<file path="src/rtl/shreg_unload_ctrl.sv">
// shreg_unload_ctrl: unloads one word from the Hamming-protected shift register by rotation, stalling on faults.
// Optional stall timeout: define SHREG_UNLOAD_STALL_TIMEOUT_EN to add err_timeout and abort after MAX_STALL consecutive stalls.
module shreg_unload_ctrl #(
  parameter int WIDTH     = 32,
  parameter int CNT_W     = 8,
  parameter int MAX_STALL = 15
) (
  input  logic             clk,
  input  logic             rst,
  input  logic             start,
  input  logic             dir,
  output logic             busy,
  output logic             reg_enable,
  output logic [1:0]       reg_mode,
  output logic             reg_load,
  output logic             reg_serial_in,
  input  logic             reg_serial_out,
  input  logic             reg_fault,
  output logic [WIDTH-1:0] word_data,
  output logic             word_valid,
  input  logic             word_ready,
  output logic [CNT_W-1:0] fault_cnt
`ifdef SHREG_UNLOAD_STALL_TIMEOUT_EN
  , output logic           err_timeout
`endif
);
  localparam int BW = $clog2(WIDTH);
  localparam logic [BW-1:0] LAST = BW'(WIDTH - 1);
  typedef enum logic [1:0] {IDLE, SHIFT, DONE} state_t;
  state_t state_q, state_d;
  logic dir_q, dir_d, valid_q, valid_d;
  logic [BW-1:0] cnt_q, cnt_d;
  logic [WIDTH-1:0] sh_q, sh_d, data_q, data_d, cap;
  logic [CNT_W-1:0] fc_q, fc_d;
`ifdef SHREG_UNLOAD_STALL_TIMEOUT_EN
  localparam int SW = $clog2(MAX_STALL + 1);
  logic [SW-1:0] stall_q, stall_d;
  logic err_q, err_d;
  assign err_timeout = err_q;
`endif
  assign busy          = state_q != IDLE;
  assign reg_enable    = state_q == SHIFT && !reg_fault;
  assign reg_mode      = state_q == SHIFT ? {1'b0, dir_q} : 2'b11;
  assign reg_load      = 1'b0;
  assign reg_serial_in = reg_serial_out;
  assign word_data     = data_q;
  assign word_valid    = valid_q;
  assign fault_cnt     = fc_q;
  assign cap = dir_q ? {sh_q[WIDTH-2:0], reg_serial_out} : {reg_serial_out, sh_q[WIDTH-1:1]};
  // State and datapath registers; the asynchronous reset abandons any unload in progress.
  always_ff @(posedge clk or negedge rst)
    if (!rst) begin
      state_q <= IDLE;
      dir_q   <= 1'b0;
      cnt_q   <= '0;
      sh_q    <= '0;
      data_q  <= '0;
      valid_q <= 1'b0;
      fc_q    <= '0;
`ifdef SHREG_UNLOAD_STALL_TIMEOUT_EN
      stall_q <= '0;
      err_q   <= 1'b0;
`endif
    end else begin
      state_q <= state_d;
      dir_q   <= dir_d;
      cnt_q   <= cnt_d;
      sh_q    <= sh_d;
      data_q  <= data_d;
      valid_q <= valid_d;
      fc_q    <= fc_d;
`ifdef SHREG_UNLOAD_STALL_TIMEOUT_EN
      stall_q <= stall_d;
      err_q   <= err_d;
`endif
    end
  // Next state: capture a bit only on fault-free SHIFT cycles so the HSR correction lands first.
  always_comb begin
    state_d = state_q;
    dir_d   = dir_q;
    cnt_d   = cnt_q;
    sh_d    = sh_q;
    data_d  = data_q;
    valid_d = valid_q;
    fc_d    = fc_q;
`ifdef SHREG_UNLOAD_STALL_TIMEOUT_EN
    stall_d = stall_q;
    err_d   = 1'b0;
`endif
    case (state_q)
      IDLE:
        if (start) begin
          dir_d   = dir;
          cnt_d   = '0;
          sh_d    = '0;
          state_d = SHIFT;
`ifdef SHREG_UNLOAD_STALL_TIMEOUT_EN
          stall_d = '0;
`endif
        end
      SHIFT:
        if (reg_fault) begin
          fc_d = &fc_q ? fc_q : fc_q + 1'b1;
`ifdef SHREG_UNLOAD_STALL_TIMEOUT_EN
          stall_d = stall_q + 1'b1;
          if (stall_d == SW'(MAX_STALL)) begin
            state_d = IDLE;
            err_d   = 1'b1;
          end
`endif
        end else begin
          sh_d  = cap;
          cnt_d = cnt_q + 1'b1;
`ifdef SHREG_UNLOAD_STALL_TIMEOUT_EN
          stall_d = '0;
`endif
          if (cnt_q == LAST) begin
            state_d = DONE;
            data_d  = cap;
            valid_d = 1'b1;
          end
        end
      DONE:
        if (word_ready) begin
          state_d = IDLE;
          valid_d = 1'b0;
        end
      default: state_d = IDLE;
    endcase
  end
endmodule

</file>
<file path="config.mk">
export PLATFORM = sky130hd
export DESIGN_NAME = shreg_unload_ctrl
export DESIGN_NICKNAME = d
export VERILOG_FILES = /design/src/rtl/shreg_unload_ctrl.sv
export SDC_FILE = /design/constraint.sdc
export NUM_CORES = 1
export LEC_CHECK = 0
export CAP_MARGIN = 20
export CORE_ASPECT_RATIO = 0.6
export CORE_MARGIN = 3
export CORE_UTILIZATION = 35
export DETAILED_ROUTE_END_ITERATION = 10
export DONT_BUFFER_PORTS = 1
export SYNTH_ARGS = -nofsm -noshare
export SYNTH_HDL_FRONTEND = slang
export SYNTH_SLANG_ARGS = --single-unit
</file>
<file path="constraint.sdc">
create_clock -name clk -period 4.93 [get_ports clk]
set_input_delay 0 -clock clk [delete_from_list [all_inputs] [get_ports clk]]
set_output_delay 0 -clock clk [all_outputs]
set_load 0.02 [all_outputs]
</file>
==> results.py <==
metrics = {
    "detailed_routing": {
        "first_pass_iters": 4,
        "vias": 2294,
        "vias_per_cell": 5.27,
        "drt-initial-drc-count": 170,
        "wl_mm": 7.39,
        "route.detailed.drc": 0,
        "routedWlPerCell_um": 17.0,
        "postRouteAntennaNets": 0,
    },
    "logic_synthesis": {
        "synth_top_area_share_pct": 57.8,
        "synth_compound_area_share_pct": 15.8,
        "avgSynthCellArea_um2": 11.6,
        "ys_warn_count": 0,
        "synth_fa_ha_area_share_pct": 1.07,
        "synthCells": 302,
        "synthSimpleGateAreaFrac_pct": 9.53,
        "synth_top_family_by_area": "compound AO/OA/AOI/OAI gates",
        "yosys.area.top_type": "dfrtp_1",
        "ys_types": 40,
        "ys_ff_latch": 81,
        "muxShareOfSynthArea_pct": 11.4,
        "syn_area_um2": 3510,
        "synth_area_leaders": "dfrtp_1 58%, mux2i_1 9.1%, o2bb2ai_1 8.0%, a21oi_1 5.3%, nor2_1 3.6%",
        "synthesis.nets": 312,
        "synth_xor_area_share_pct": 0.250,
        "synth-seq-area-share_pct": 57.8,
    },
    "critical_path": {
        "path_cells": "ha_1 -> and3_1 -> ha_1 -> and4bb_2 -> buf_4 -> nor2_1 -> a21oi_1",
        "cp_slowest_cell": "and4bb_2",
        "cp-end-kind": "register",
        "cp.required_ns": 5.18,
        "path_max_fanout": 36,
        "crit_arrival_ns": 2.51,
        "cp-start-kind": "register",
        "cp_common_cell": "ha_1",
        "worstPathBufferInverterCount": 1,
        "slowest_delay_ns": 0.61,
        "critical_path_class": "reg2reg",
        "critPathTopFamily": "simple AND/OR/NAND/NOR gates",
    },
    "timing": {
        "fin_crit_ns": 2.26,
        "worstMarginPinSlew_ns": 0.975,
        "fin_skew_ns": 0.0118,
        "hold_viol": 0,
        "slew_headroom_pct": 35.0,
        "setup_viol": 0,
        "tns_ns": 0,
        "max_freq_mhz": 443,
        "slew_violations": 0,
        "rsz0062_at_grt": "false",
        "post-route-period-util_pct": 45.8,
    },
    "floorplan": {
        "die-height_um": 83.5,
        "coreArea_um2": 9460,
        "initial_core_util_pct": 37.1,
        "die_width_um": 135,
        "fp-row-count": 27,
        "dieArea_um2": 11300,
        "ios": 54,
    },
    "cts": {
        "ctsRootBufferMaster": "clkbuf_16",
        "clk_latency_ns": 0.34,
        "numCtsBuffers": 9,
        "cts_resized": 0,
        "cts-htree-levels": 3,
        "cts.sinks": 81,
        "cts_buffer_depth": 2,
        "cts_tree": "done",
        "clkTransAtPathRegs_ns": 0.07,
    },
    "run_status": {
        "status": "finished, final reports clean",
    },
    "placement": {
        "numPortBuffers": 0,
        "dp_cells": 411,
        "place.gp.congestion": 0.794,
        "hpwl_mm": 4.73,
    },
    "finish": {
        "fill_cells": 904,
        "diodes": 0,
        "drive_above_1_share_pct": 10.2,
        "fin_nets": 310,
        "stdcell_count": 435,
        "area_growth_pct": 15.1,
    },
    "power": {
        "peakVddDrop_mv": 0.200,
        "power_density_nw_per_um2": 525,
        "p_leak_nw": 1.85,
        "power_mw": 2.12,
    },
    "global_routing": {
        "grt_pass1_wl_mm": 12.3,
        "grt_max_degree": 82,
        "global_route.usage.total_pct": 13.8,
        "grt-ovfl-total": 0,
        "antenna_found_initial": 0,
        "grt_pass1_vias": 2206,
    },
    "run": {
        "drv_cap": 0,
    },
    "hold_path": {
        "hp-class": "in2out",
    },
}
## layer usage
layer  wire length [um]  vias to the layer above  GRT usage (%)  share of wire (%)
met3                583                       11           6.27                7.9
met5                  0                        -              0                  0
li1                   -                     1095              -                  -
met1               3640                     1129           19.9                 49
met2               3030                       59           17.8                 41
met4                141                        0           5.03                1.9
## placed cells by master (no fill, tap or decap), types with 2 or more instances in the layout
cell type      count
a21o_1             2
clkbuf_16          9
dfrtp_1           80
o21ai_0            3
o2bb2ai_1         32
and3_1             3
or2_2              3
nor3_1             2
dlygate4sd3_1      7
and4_1             2
ha_1               3
nand3_1            3
bufinv_16          3
mux2_2             6
nor2_1            34
nand2b_1           4
a21oi_1           37
nand2_1            6
inv_1              5
buf_4              2
nand3b_1           2
mux2i_1           32
buf_16             2
## state kept, by name, summed over array words and instances, names as in the netlist
signal      flops
sh_q           32
cnt_q           5
word_valid      1
state_q         2
dir_q           1
word_data      32
fault_cnt       8
## layout make-up
| class | count | area, um^2 | area share [%] |
|---|---|---|---|
| multi-input combinational | 192 | 1340 | 33.2 |
| clock inverter | 5 | 103 | 2.54 |
| timing repair buffer | 11 | 140 | 3.47 |
| sequential | 81 | 2030 | 50.3 |
| tap | 130 | 163 | 4.03 |
| clock buffer | 11 | 243 | 6.02 |
| inverter | 5 | 18.8 | 0.465 |
## where the power goes
part / internal, mW / total (mW) / switching [mW]
clock: 0.508 / 0.771 / 0.263
sequential: 0.781 / 1.02 / 0.240
combinational: 0.171 / 0.326 / 0.155
## repair_timing
action	CTS	global route
hold buffers	8	0
endpoints found under the hold margin	91	0
setup buffers	0	0
## synthesized netlist by cell type
cell,count
buf_4,2
nand2b_1,4
conb_1,1
nor2_1,34
a41oi_1,1
mux2_2,6
o2bb2ai_1,32
nand3_1,3
a211oi_1,1
ha_1,3
and3b_1,1
a221oi_1,1
inv_1,5
o21ai_0,3
and4bb_2,1
buf_2,13
a21o_1,2
nand2_1,6
mux2_1,1
nor3_1,2
a21oi_1,37
clkbuf_1,8
or2_2,3
o2111a_1,1
or3b_1,1
mux2i_1,32
xnor2_1,1
buf_6,1
nand3b_1,2
o32ai_1,1
nand4_1,1
a31oi_1,1
or3_1,1
and3_1,3
dfrtp_1,81
a22o_1,1
or3b_2,1
and4_1,2
nor2b_1,1
nor4_1,1
## path summary, 6_finish.rpt
kind	startpoint	end	slack (ns)	depth (start not counted)
hold reg to reg	sh_q[31]	sh_q[31]	0.50	1
setup / recovery	cnt_q[0]	word_data[26]	2.67	7
max in group asynchronous	rst	sh_q[18]	4.37	2
setup reg to reg	cnt_q[0]	word_data[26]	2.67	7
hold / removal	reg_serial_out	reg_serial_in	0.000009	0
min in group asynchronous	rst	word_data[0]	0.21	2
## through the flow
stage               setup slack [ns]  hold WS [ns]  area, um^2  utilization (%)
finish                          2.67    0.00000935        4030             42.6
global route                    2.45     0.0000454        4030             42.6
CTS                             2.64      0.000264        4030             42.6
detailed placement              2.68        -0.292        3590             38.0
global placement                2.75        -0.293        3560             37.7
floorplan                       3.21        -0.296        3510                -
## logic make-up after synthesis
group,after synthesis
other,1
flip-flops,81
XOR/XNOR,1
adder cells (fa/ha/maj),3
AND/OR/NAND/NOR,67
multiplexers,39
AO/OA/AOI/OAI,81
buffers and inverters,29
Note: power is estimated with default switching activity, not from simulation.
